==> src/rtl/spi_pkg.sv <==
// Shared SPI definitions: FSM state encoding, default frame width and bus mode.
// Used by both the SPI master transmitter and the SPI slave receiver.
package spi_pkg;

    typedef enum logic [1:0] {
        IDLE  = 2'd0,
        SETUP = 2'd1,
        SHIFT = 2'd2,
        HOLD  = 2'd3
    } spi_state_e;

    localparam int DEFAULT_DATA_W = 8;

    typedef struct packed {
        logic cpol;
        logic cpha;
    } spi_mode_t;

    // Mode 0: SClk idles low, data sampled on the rising edge.
    localparam spi_mode_t SPI_MODE = '{cpol: 1'b0, cpha: 1'b0};

    // Bit counter has to hold DATA_W itself, so one bit more than log2.
    function automatic int cnt_width(input int max_count);
        return $clog2(max_count) + 1;
    endfunction

endpackage

==> src/rtl/spi_clk_div.sv <==
// Half-period divider for the SPI master: pulses tick every CLK_DIV enabled
// cycles, counted from the last restart.
module spi_clk_div
    import spi_pkg::*;
#(
    parameter int CLK_DIV = 4
) (
    input  logic Clk,
    input  logic Reset,
    input  logic enable,
    input  logic restart,
    output logic tick
);

    localparam int              CW   = cnt_width(CLK_DIV);
    localparam logic [CW-1:0]   LAST = CW'(CLK_DIV - 1);

    logic [CW-1:0] cnt;

    assign tick = enable && (cnt == LAST);

    // NOTE: every register here and in the master gets an explicit value in the
    // asynchronous reset branch, so a mid-frame reset returns to a known state.
    always_ff @(posedge Clk or negedge Reset) begin
        if (!Reset) begin
            cnt <= '0;
        end else if (restart || tick || !enable) begin
            cnt <= '0;
        end else begin
            cnt <= cnt + 1'b1;
        end
    end

endmodule

==> src/rtl/spi_master_tx.sv <==
// SPI mode-0 master transmitter: MSB-first, one DATA_W-bit word per CS_n frame.
// Optional MISO capture into Rx_Data is enabled by SPI_MASTER_RX_CAPTURE_EN.
module spi_master_tx
    import spi_pkg::*;
#(
    parameter int DATA_W  = DEFAULT_DATA_W,
    parameter int CLK_DIV = 4
) (
    input  logic              Clk,
    input  logic              Reset,
    input  logic [DATA_W-1:0] Tx_Data,
    input  logic              Tx_Valid,
    output logic              Tx_Ready,
    output logic              SClk,
    output logic              MOSI,
    output logic              CS_n,
    output logic              Busy,
    output logic              Done,
    input  logic              MISO,
    output logic [DATA_W-1:0] Rx_Data,
    output logic              Rx_Valid
);

    localparam int            BW       = cnt_width(DATA_W);
    localparam logic [BW-1:0] LAST_BIT = BW'(DATA_W - 1);
    localparam logic          SCLK_LO  = SPI_MODE.cpol;
    localparam logic          SCLK_HI  = ~SPI_MODE.cpol;

    spi_state_e        state, state_next;
    logic [DATA_W-1:0] shreg, shreg_next;
    logic [BW-1:0]     bit_cnt, bit_cnt_next;
    logic              sclk_next;
    logic              cs_n_next;
    logic              busy_next;
    logic              done_next;
    logic              accept;
    logic              tick;
    logic              rise;
    logic              finish;

    assign Tx_Ready = (state == IDLE);
    assign accept   = Tx_Valid && Tx_Ready;

    // The shift register drains with zero fill, so its MSB is already 0 once
    // the last bit has gone out and MOSI can come straight from the flop.
    assign MOSI = shreg[DATA_W-1];

    spi_clk_div #(
        .CLK_DIV (CLK_DIV)
    ) u_clk_div (
        .Clk     (Clk),
        .Reset   (Reset),
        .enable  (state != IDLE),
        .restart (accept),
        .tick    (tick)
    );

    // NOTE: every signal assigned below gets a default first, so no path
    // through the case statement can leave one unassigned and infer a latch.
    always_comb begin
        state_next   = state;
        shreg_next   = shreg;
        bit_cnt_next = bit_cnt;
        sclk_next    = SClk;
        cs_n_next    = CS_n;
        busy_next    = Busy;
        done_next    = 1'b0;
        rise         = 1'b0;
        finish       = 1'b0;

        case (state)
            IDLE: begin
                if (accept) begin
                    state_next   = SETUP;
                    shreg_next   = Tx_Data;
                    bit_cnt_next = '0;
                    sclk_next    = SCLK_LO;
                    cs_n_next    = 1'b0;
                    busy_next    = 1'b1;
                end
            end
            SETUP: begin
                if (tick) begin
                    state_next = SHIFT;
                    sclk_next  = SCLK_HI;
                    rise       = 1'b1;
                end
            end
            SHIFT: begin
                if (tick) begin
                    if (SClk == SCLK_LO) begin
                        sclk_next = SCLK_HI;
                        rise      = 1'b1;
                    end else begin
                        // Falling edge: advance MOSI one bit; the last fall ends the frame.
                        sclk_next    = SCLK_LO;
                        shreg_next   = {shreg[DATA_W-2:0], 1'b0};
                        bit_cnt_next = bit_cnt + 1'b1;
                        if (bit_cnt == LAST_BIT) begin
                            state_next = HOLD;
                        end
                    end
                end
            end
            HOLD: begin
                if (tick) begin
                    state_next = IDLE;
                    cs_n_next  = 1'b1;
                    busy_next  = 1'b0;
                    done_next  = 1'b1;
                    finish     = 1'b1;
                end
            end
            default: begin
                state_next = IDLE;
            end
        endcase
    end

    // NOTE: sequential state is updated with non-blocking assignments only, so
    // every flop samples the values computed before this clock edge.
    always_ff @(posedge Clk or negedge Reset) begin
        if (!Reset) begin
            state   <= IDLE;
            shreg   <= '0;
            bit_cnt <= '0;
            SClk    <= SCLK_LO;
            CS_n    <= 1'b1;
            Busy    <= 1'b0;
            Done    <= 1'b0;
        end else begin
            state   <= state_next;
            shreg   <= shreg_next;
            bit_cnt <= bit_cnt_next;
            SClk    <= sclk_next;
            CS_n    <= cs_n_next;
            Busy    <= busy_next;
            Done    <= done_next;
        end
    end

`ifdef SPI_MASTER_RX_CAPTURE_EN
    logic [DATA_W-1:0] rx_shreg;

    // MISO is sampled on the same edge that raises SClk, i.e. the slave's
    // data has been stable for a full half-period.
    always_ff @(posedge Clk or negedge Reset) begin
        if (!Reset) begin
            rx_shreg <= '0;
            Rx_Data  <= '0;
            Rx_Valid <= 1'b0;
        end else begin
            Rx_Valid <= finish;
            if (rise) begin
                rx_shreg <= {rx_shreg[DATA_W-2:0], MISO};
            end
            if (finish) begin
                Rx_Data <= rx_shreg;
            end
        end
    end
`else
    logic unused_rx;

    assign unused_rx = ^{MISO, rise, finish};
    assign Rx_Data   = '0;
    assign Rx_Valid  = 1'b0;
`endif

endmodule

==> config.mk <==
export PLATFORM = sky130hd
export DESIGN_NAME = spi_master_tx
export DESIGN_NICKNAME = d
export VERILOG_FILES = /design/src/rtl/spi_pkg.sv /design/src/rtl/spi_clk_div.sv /design/src/rtl/spi_master_tx.sv
export SDC_FILE = /design/constraint.sdc
export NUM_CORES = 1
export LEC_CHECK = 0
export BUFFER_PORTS_ARGS = -buffer_cell sky130_fd_sc_hd__buf_2
export CAP_MARGIN = 40
export CORE_AREA = 4 4 56 58
export CTS_CLUSTER_DIAMETER = 30
export DETAILED_ROUTE_END_ITERATION = 8
export DIE_AREA = 0 0 60 62
export GPL_ROUTABILITY_DRIVEN = 0
export MAX_ROUTING_LAYER = met4
export PLACE_DENSITY = 0.68
export REMOVE_ABC_BUFFERS = 1
export SLEW_MARGIN = 0
export SYNTH_ARGS = -nofsm -noshare
export SYNTH_HDL_FRONTEND = slang
export SYNTH_SLANG_ARGS = --single-unit
==> constraint.sdc <==
create_clock -name Clk -period 1.7 [get_ports Clk]
set_input_delay 0.17 -clock Clk [delete_from_list [all_inputs] [get_ports Clk]]
set_output_delay 0.17 -clock Clk [all_outputs]
set_load 0.05 [all_outputs]
==> flow_summary.yaml, run 1 <==
clock_tree:
  insertion_delay_ns: 0.30
  htreeDepth: 1
  clockBufferDepth: 2
  numCtsBuffers: 3
  cts_tree: "built"
  path_clk_slew_ns: 0.11
  cts_sinks: 21
  root_buffer: "clkbuf_4"
layout:
  final_cell_mix: "dfrtp_1, nor2_1, buf_2"
  mostFrequentLayoutCell: "dfrtp_1"
  fin_nets: 168
  final_area_mm2: 0.00140
  layoutNonFillerInstCount: 178
  n_antenna_cell: 0
  syn2layout_area_growth_pct: 17.0
  drive_gt1_share_pct: 29.9
logic_synthesis:
  async_flop_share_pct: 100
  synth-simple-area-share_pct: 14.3
  syn_area_per_cell_um2: 9.96
  synth-compound-area-share_pct: 10.6
  synth_enable_flop_cells: 0
  yosysWarnings: 0
  synth_top_family_by_area: "simple AND/OR/NAND/NOR gates"
  synth_seq_cells: 21
  synth_cell_types: 26
  synth_adder_area_share_pct: 8.38
  synthFlopType: "dfrtp_1"
  synthesis.area_mm2: 0.00119
  seq_area_frac_synth_pct: 44.1
  synthCells: 120
  synthMuxAreaShare_pct: 10.6
  synth_xor_area_share_pct: 0
die:
  die_h_um: 62
  io_pins: 27
  die_area_mm2: 0.00372
  start_util_pct: 44.9
  fp.coreArea_mm2: 0.00266
  fp-row-count: 19
  die_w_um: 60
timing:
  fin_crit_ns: 1.66
  hold_viol_final: 0
  clock-skew-final_ns: 0.00444
  hold_ws_ns: 0.106
  setup_violations: 0
  slew_violations: 0
  rsz0062_at_grt: "no"
  timing.fmax_ghz: 0.604
  min_period_over_period_pct: 97.4
  tns_ns: 0
place:
  io_buffers: 16
  dp_hpwl_um: 1650
  place_area_mm2: 0.00131
  dp_cells: 170
pwr:
  clock_power_share_pct: 8.7
  irDropWorstVdd_uv: 1150
  p_switching_w: 0.00118
  power_frac_seq_pct: 32.2
  power.density_mw_per_mm2: 1940
  intPower_w: 0.00154
  p_leak_nw: 0.660
  sw_frac_of_total_pct: 43.4
  power_w: 0.00272
  p_comb_share_pct: 59.1
detailed_routing:
  route.detailed.drc: 0
  drtAntennaViolNets: 0
  viasPerCell: 4.90
  routedWlPerCell_um: 12.1
  dr.pass1.iters: 4
  num_vias: 873
  drt_iter0_drc: 20
  wl_um: 2160
grt:
  grt_busiest_layer: "met2"
  met3_usage_pct: 4.13
  grtUsageMet2_pct: 25.5
  met1_usage_pct: 14.0
  antenna_found_initial: 0
  grt_pass1_vias: 915
  grt_pass1_wl_um: 3680
  grt_usage_pct: 13.8
  grt_overflow_total: 0
  grt_max_degree: 22
setup_path:
  path_max_fanout: 4
  critPathLaunch: "u_clk_div.cnt[0]"
  startpoint_type: "flip-flop"
  r2r-start: "u_clk_div.cnt[0]"
  arrival_ns: 1.85
  critPathRequiredTime_ns: 1.90
  critPathKind: "flip-flop to flip-flop"
  cp-end-kind: "flip-flop"
run_status:
  status: "finished clean"
min_path:
  holdCritPathClass: "primary input to flip-flop"
  hold_path_startpoint: "Tx_Data[0]"
flow_run:
  maxCapViolCount: 0
==> power by group through the flow <==
stage                     sequential [W]  clock [W]  combinational [W]
after detailed placement        0.000891          0            0.00147
after global placement          0.000872          0            0.00142
after CTS                       0.000876   0.000256            0.00153
after floorplan                  0.00101          0           0.000931
after global routing            0.000910   0.000271            0.00176
final                           0.000876   0.000236            0.00160
==> critical path, stage by stage (launching register included) <==
cell     delay [ns]
dfrtp_1        0.41
ha_1           0.20
ha_2           0.21
nor2b_1        0.16
o221a_2        0.28
mux2_4         0.29
==> logic make-up (layout without fill, tap and decap cells) <==
| logic type | count (synthesis) | count (layout) |
|---|---|---|
| other cells | 1 | 9 |
| fa+ha+maj | 8 | 8 |
| simple gates | 36 | 36 |
| buf+inv | 23 | 42 |
| flops | 21 | 21 |
| mux | 12 | 12 |
| compound gates | 19 | 19 |
==> path summary, 6_finish.rpt <==
path	slack (ns)	endpoint	cells after the start
setup / recovery	0.04	state[1]	5
hold / removal	0.11	shreg[0]	3
setup reg to reg	0.04	state[1]	5
hold reg to reg	0.46	u_clk_div.cnt[0]	1
max in group asynchronous	1.01	CS_n	2
min in group asynchronous	0.35	u_clk_div.cnt[1]	2
==> metrics by stage <==
| step | worst slack, ns | util (%) |
|---|---|---|
| 2_1_floorplan | -0.496 | - |
| 3_3_place_gp | 0.0329 | 49.0 |
| 3_5_place_dp | -0.0566 | 49.0 |
| 4_1_cts | 0.0457 | 51.1 |
| 5_1_grt | 0.000249 | 52.5 |
| 6_report | 0.0441 | 52.5 |
==> synth_stat cells, types with 2 or more instances <==
master | instances | area, um^2
nor2_1 | 16 | 60.1
nor2b_1 | 2 | 12.5
nand3b_1 | 2 | 15.0
nor3_1 | 4 | 20.0
inv_1 | 9 | 33.8
nand2_1 | 6 | 22.5
ha_1 | 8 | 100
buf_4 | 12 | 90.1
mux2i_1 | 10 | 100
dfrtp_1 | 20 | 500
a21oi_1 | 9 | 45.0
o21ai_0 | 5 | 25.0
nand3_1 | 4 | 20.0
==> layout make-up <==
type                            instances  area, um^2
Clock buffer                            4        26.3
Fill cell                             254        1260
Inverter                                9        33.8
Multi-Input combinational cell         84         584
Sequential cell                        21         527
Tap cell                               31        38.8
Timing Repair Buffer                   29         188
==> repair_timing <==
item	in CTS	in global routing
buffers inserted	2	1
resized for setup	2	7
pin swaps	0	1
endpoints found under the hold margin	20	0
hold buffers	1	0
endpoints found under the setup margin	12	11
==> registers in the layout (all words and copies together), names as in the netlist <==
| name | flops |
|---|---|
| shreg | 8 |
| u_clk_div.cnt | 3 |
| Done | 1 |
| Busy | 1 |
| bit_cnt | 4 |
| SClk | 1 |
| CS_n | 1 |
| state | 2 |
==> metal layers <==
metal	vias up	routed length, um	share of wire, %
met5	-	0	0
met4	0	14	0.65
met3	2	132	6.1
met2	23	1090	51
met1	412	916	43
li1	436	-	-
Note: power is estimated with default switching activity, not from simulation.
==> run 2: changes to the inputs <==
==> constraint.sdc (replaced) <==
create_clock -name Clk -period 1.7 [get_ports Clk]
set_input_delay 0.34 -clock Clk [delete_from_list [all_inputs] [get_ports Clk]]
set_output_delay 0.34 -clock Clk [all_outputs]
set_load 0.05 [all_outputs]
==> flow_summary.yaml, run 2 (synthesis gave the netlist of run 1 again) <==
run_status:
  status: "finished clean"
flow_run:
  maxCapViolCount: 0
clock_tree:
  clockBufferDepth: 2
  numCtsBuffers: 3
  root_buffer: "clkbuf_4"
  cts_tree: "built"
  path_clk_slew_ns: 0.12
  insertion_delay_ns: 0.31
  htreeDepth: 1
  cts_sinks: 21
timing:
  timing.fmax_ghz: 0.608
  slew_violations: 0
  hold_ws_ns: 0.256
  fin_crit_ns: 1.65
  rsz0062_at_grt: "yes"
  tns_ns: 0
  setup_violations: 0
  clock-skew-final_ns: 0.00640
  hold_viol_final: 0
  min_period_over_period_pct: 96.8
detailed_routing:
  route.detailed.drc: 0
  drtAntennaViolNets: 0
  wl_um: 2130
  routedWlPerCell_um: 12.1
  num_vias: 870
  dr.pass1.iters: 3
  drt_iter0_drc: 14
  viasPerCell: 4.94
layout:
  drive_gt1_share_pct: 31.0
  final_area_mm2: 0.00141
  mostFrequentLayoutCell: "dfrtp_1"
  fin_nets: 166
  utilization_pct: 52.8
  final_cell_mix: "dfrtp_1, nor2_1, buf_2"
  largest_reg_flops: 8
  top_regs: "shreg x8, bit_cnt x4, u_clk_div.cnt x3"
  regMostFlops: "shreg"
  fillCellCount: 257
  n_antenna_cell: 0
  syn2layout_area_growth_pct: 17.7
pwr:
  power.density_mw_per_mm2: 1960
  power_w: 0.00276
  irDropWorstVdd_uv: 1080
  p_leak_nw: 0.653
setup_path:
  arrival_ns: 1.86
  critical_path.max_stage_delay_ns: 0.40
  crit_chain: "ha_1, ha_2, nor2b_1, o221a_2, mux2_4"
  critPathKind: "flip-flop to flip-flop"
  path_buf_inv: 0
  cp_slowest_cell: "dfrtp_1"
  critPathRequiredTime_ns: 1.91
  critical_path.top_delay_family: "adder cells"
  path_max_fanout: 4
  cp-end-kind: "flip-flop"
  startpoint_type: "flip-flop"
die:
  fp.coreArea_mm2: 0.00266
  die_area_mm2: 0.00372
  die_h_um: 62
  start_util_pct: 44.9
  fp-row-count: 19
  io_pins: 27
  die_w_um: 60
grt:
  grt_pass1_vias: 863
  grt_pass1_wl_um: 3550
  grt_max_degree: 22
  antenna_found_initial: 0
  grt_usage_pct: 13.3
  grt_overflow_total: 0
place:
  io_buffers: 16
  place_area_mm2: 0.00130
  dp_hpwl_um: 1640
min_path:
  holdCritPathClass: "primary input to flip-flop"
==> run 2: cell count changes in the layout (fill, tap and decap cells not counted), sizes merged <==
cell  delta
buf      -2
==> run 2: path summary, 6_finish.rpt <==
check | from | to | depth (start not counted) | slack [ns]
worst max-delay path | u_clk_div.cnt[0] | state[1] | 5 | 0.05
worst min-delay path | Tx_Data[0] | shreg[0] | 3 | 0.26
worst max register to register | u_clk_div.cnt[0] | state[1] | 5 | 0.05
worst min register to register | u_clk_div.cnt[0] | u_clk_div.cnt[0] | 1 | 0.45
max in group asynchronous | Reset | CS_n | 2 | 0.88
min in group asynchronous | Reset | Busy | 2 | 0.49
==> run 2: what timing repair did <==
item	in CTS	in global routing
cloned	0	0
gates resized for setup	6	10
endpoints found under the hold margin	20	0
setup buffers	1	1
hold buffers	1	0
pin swaps	0	2
setup endpoints to repair	11	11
==> run 2: metrics by stage <==
| stage | setup slack, ns | std cells |
|---|---|---|
| floorplan | -0.496 | 114 |
| global placement | 0.0310 | 169 |
| detailed placement | -0.0537 | 169 |
| CTS | 0.00235 | 175 |
| global route | -0.00724 | 176 |
| finish | 0.0547 | 176 |
==> run 2: metal layers <==
metal  part of all wire (%)  vias to the layer above  track usage, %
li1                       -                      431               -
met1                     43                      414            15.0
met2                     51                       22            23.0
met3                    5.5                        3            3.72
met4                    1.0                        0            3.80
met5                      0                        -               -
==> run 2: final cells by class <==
class	count	area (um^2)	area share, %
clock buffers	4	26.3	1.87
inverters	9	33.8	2.40
multi-input cells	84	597	42.4
flip-flops and latches	21	528	37.5
well taps	31	38.8	2.76
repair buffers	27	183	13.0
==> run 2: worst reg2reg max path, delay by kind of cell (launching register included) <==
| family | cells | cell delay (ns) |
|---|---|---|
| and+or+nand+nor | 1 | 0.16 |
| adders and majority gates | 2 | 0.41 |
| AOI/OAI and AO/OA | 1 | 0.28 |
| muxes | 1 | 0.30 |
| DFF | 1 | 0.40 |
==> run 2: report_power, final <==
group | switching (W) | internal (W)
Clock | 0.000152 | 0.0000918
Sequential | 0.000157 | 0.000731
Combinational | 0.000886 | 0.000744
==> run 3: changes to the inputs <==
==> constraint.sdc (replaced) <==
create_clock -name Clk -period 1.7 [get_ports Clk]
set_input_delay 0.34 -clock Clk [delete_from_list [all_inputs] [get_ports Clk]]
set_output_delay 0.34 -clock Clk [all_outputs]
set_load 0.1 [all_outputs]
==> flow_summary.yaml, run 3 (synthesis gave the netlist of run 1 again) <==
layout:
  top_regs: "shreg x8, bit_cnt x4, u_clk_div.cnt x3"
  n_antenna_cell: 0
  mostFrequentLayoutCell: "dfrtp_1"
  regMostFlops: "shreg"
  fin_nets: 167
  final_area_mm2: 0.00140
  drive_gt1_share_pct: 29.5
  syn2layout_area_growth_pct: 17.3
  final_cell_mix: "dfrtp_1, nor2_1, buf_2"
  fillCellCount: 246
  largest_reg_flops: 8
die:
  fp.coreArea_mm2: 0.00266
  start_util_pct: 44.9
  die_h_um: 62
  die_w_um: 60
  fp-row-count: 19
  die_area_mm2: 0.00372
  io_pins: 27
grt:
  antenna_found_initial: 0
  grt_pass1_vias: 832
  grt_overflow_total: 0
  grt_usage_pct: 13.1
  grt_pass1_wl_um: 3460
  grt_max_degree: 22
place:
  dp_hpwl_um: 1600
  pre_cts_ws_ns: 0.0155
  io_buffers: 16
  place_area_mm2: 0.00132
timing:
  worst_slack_ns: 0.0706
  min_period_over_period_pct: 95.8
  rsz0062_at_grt: "no"
  clock-skew-final_ns: 0.00558
  setup_violations: 0
  timing.fmax_ghz: 0.614
  fin_crit_ns: 1.63
  slew_violations: 0
  hold_viol_final: 0
clock_tree:
  insertion_delay_ns: 0.31
  root_buffer: "clkbuf_4"
  path_clk_slew_ns: 0.12
  numCtsBuffers: 3
  clockBufferDepth: 2
  htreeDepth: 1
  cts_sinks: 21
  cts_tree: "built"
detailed_routing:
  routedWlPerCell_um: 12.0
  num_vias: 871
  drtAntennaViolNets: 0
  wl_um: 2130
  viasPerCell: 4.92
  dr.pass1.iters: 3
  route.detailed.drc: 0
  drt_iter0_drc: 29
setup_path:
  arrival_ns: 1.29
  crit_chain: "buf_2"
  path_max_fanout: 3
  critical_path.max_stage_delay_ns: 0.56
  critPathKind: "flip-flop to output pin"
  startpoint_type: "flip-flop"
  cp-end-kind: "output pin"
  critical_path.top_delay_family: "flip-flops"
  path_buf_inv: 1
  cp_slowest_cell: "dfstp_2"
  r2r-start: "u_clk_div.cnt[0]"
  critPathLaunch: "CS_n"
  r2r_slack_ns: 0.08
  critPathRequiredTime_ns: 1.36
run_status:
  status: "finished clean"
pwr:
  p_leak_nw: 0.659
  irDropWorstVdd_uv: 1300
  power.density_mw_per_mm2: 2150
min_path:
  hold_path_startpoint: "Tx_Data[0]"
  holdCritPathClass: "primary input to flip-flop"
flow_run:
  maxCapViolCount: 0
run 3: where the power goes:
group | switching, W | internal (W) | total, W
Sequential | 0.000142 | 0.000729 | 0.000871
Clock | 0.000157 | 0.0000918 | 0.000248
Combinational | 0.00114 | 0.000748 | 0.00189
Total | 0.00144 | 0.00157 | 0.00301
run 3: cell type report:
| type | instances | area, um^2 | area share [%] |
|---|---|---|---|
| Multi-Input combinational cell | 84 | 581 | 41.4 |
| Sequential cell | 21 | 527 | 37.6 |
| Timing Repair Buffer | 28 | 195 | 13.9 |
| Tap cell | 31 | 38.8 | 2.77 |
| Inverter | 9 | 33.8 | 2.41 |
| Clock buffer | 4 | 26.3 | 1.88 |
run 3: worst paths after layout:
path / endpoint / cells after the start
min reg2reg: u_clk_div.cnt[0] / 1
min in group asynchronous: u_clk_div.cnt[1] / 2
max: CS_n / 1
max reg2reg: state[1] / 5
min: shreg[0] / 3
max in group asynchronous: CS_n / 2
run 3: routing by layer:
metal | global-route usage, % | up-vias | share of wire [%]
met5 | - | - | 0
met4 | 4.75 | 0 | 1.5
met3 | 4.75 | 5 | 7.2
met2 | 21.9 | 24 | 50
met1 | 14.3 | 407 | 41
li1 | - | 435 | -
run 3: timing repair:
action	in CTS	in global routing
endpoints found under the hold margin	20	0
setup buffers	0	2
hold buffers	1	0
endpoints found under the setup margin	5	13
gates resized for setup	2	7
pin swaps	0	1
run 3: metrics by stage:
stage	utilization, %	TNS [ns]	hold WS [ns]	std cells	power (W)
2_1_floorplan	-	-10.10	0.0444	114	0.00221
3_3_place_gp	49.6	0	0.319	170	0.00260
3_5_place_dp	49.6	0	0.327	170	0.00267
4_1_cts	51.2	-0.0596	0.263	175	0.00295
5_1_grt	52.6	0	0.282	177	0.00325
6_report	52.6	0	0.269	177	0.00301
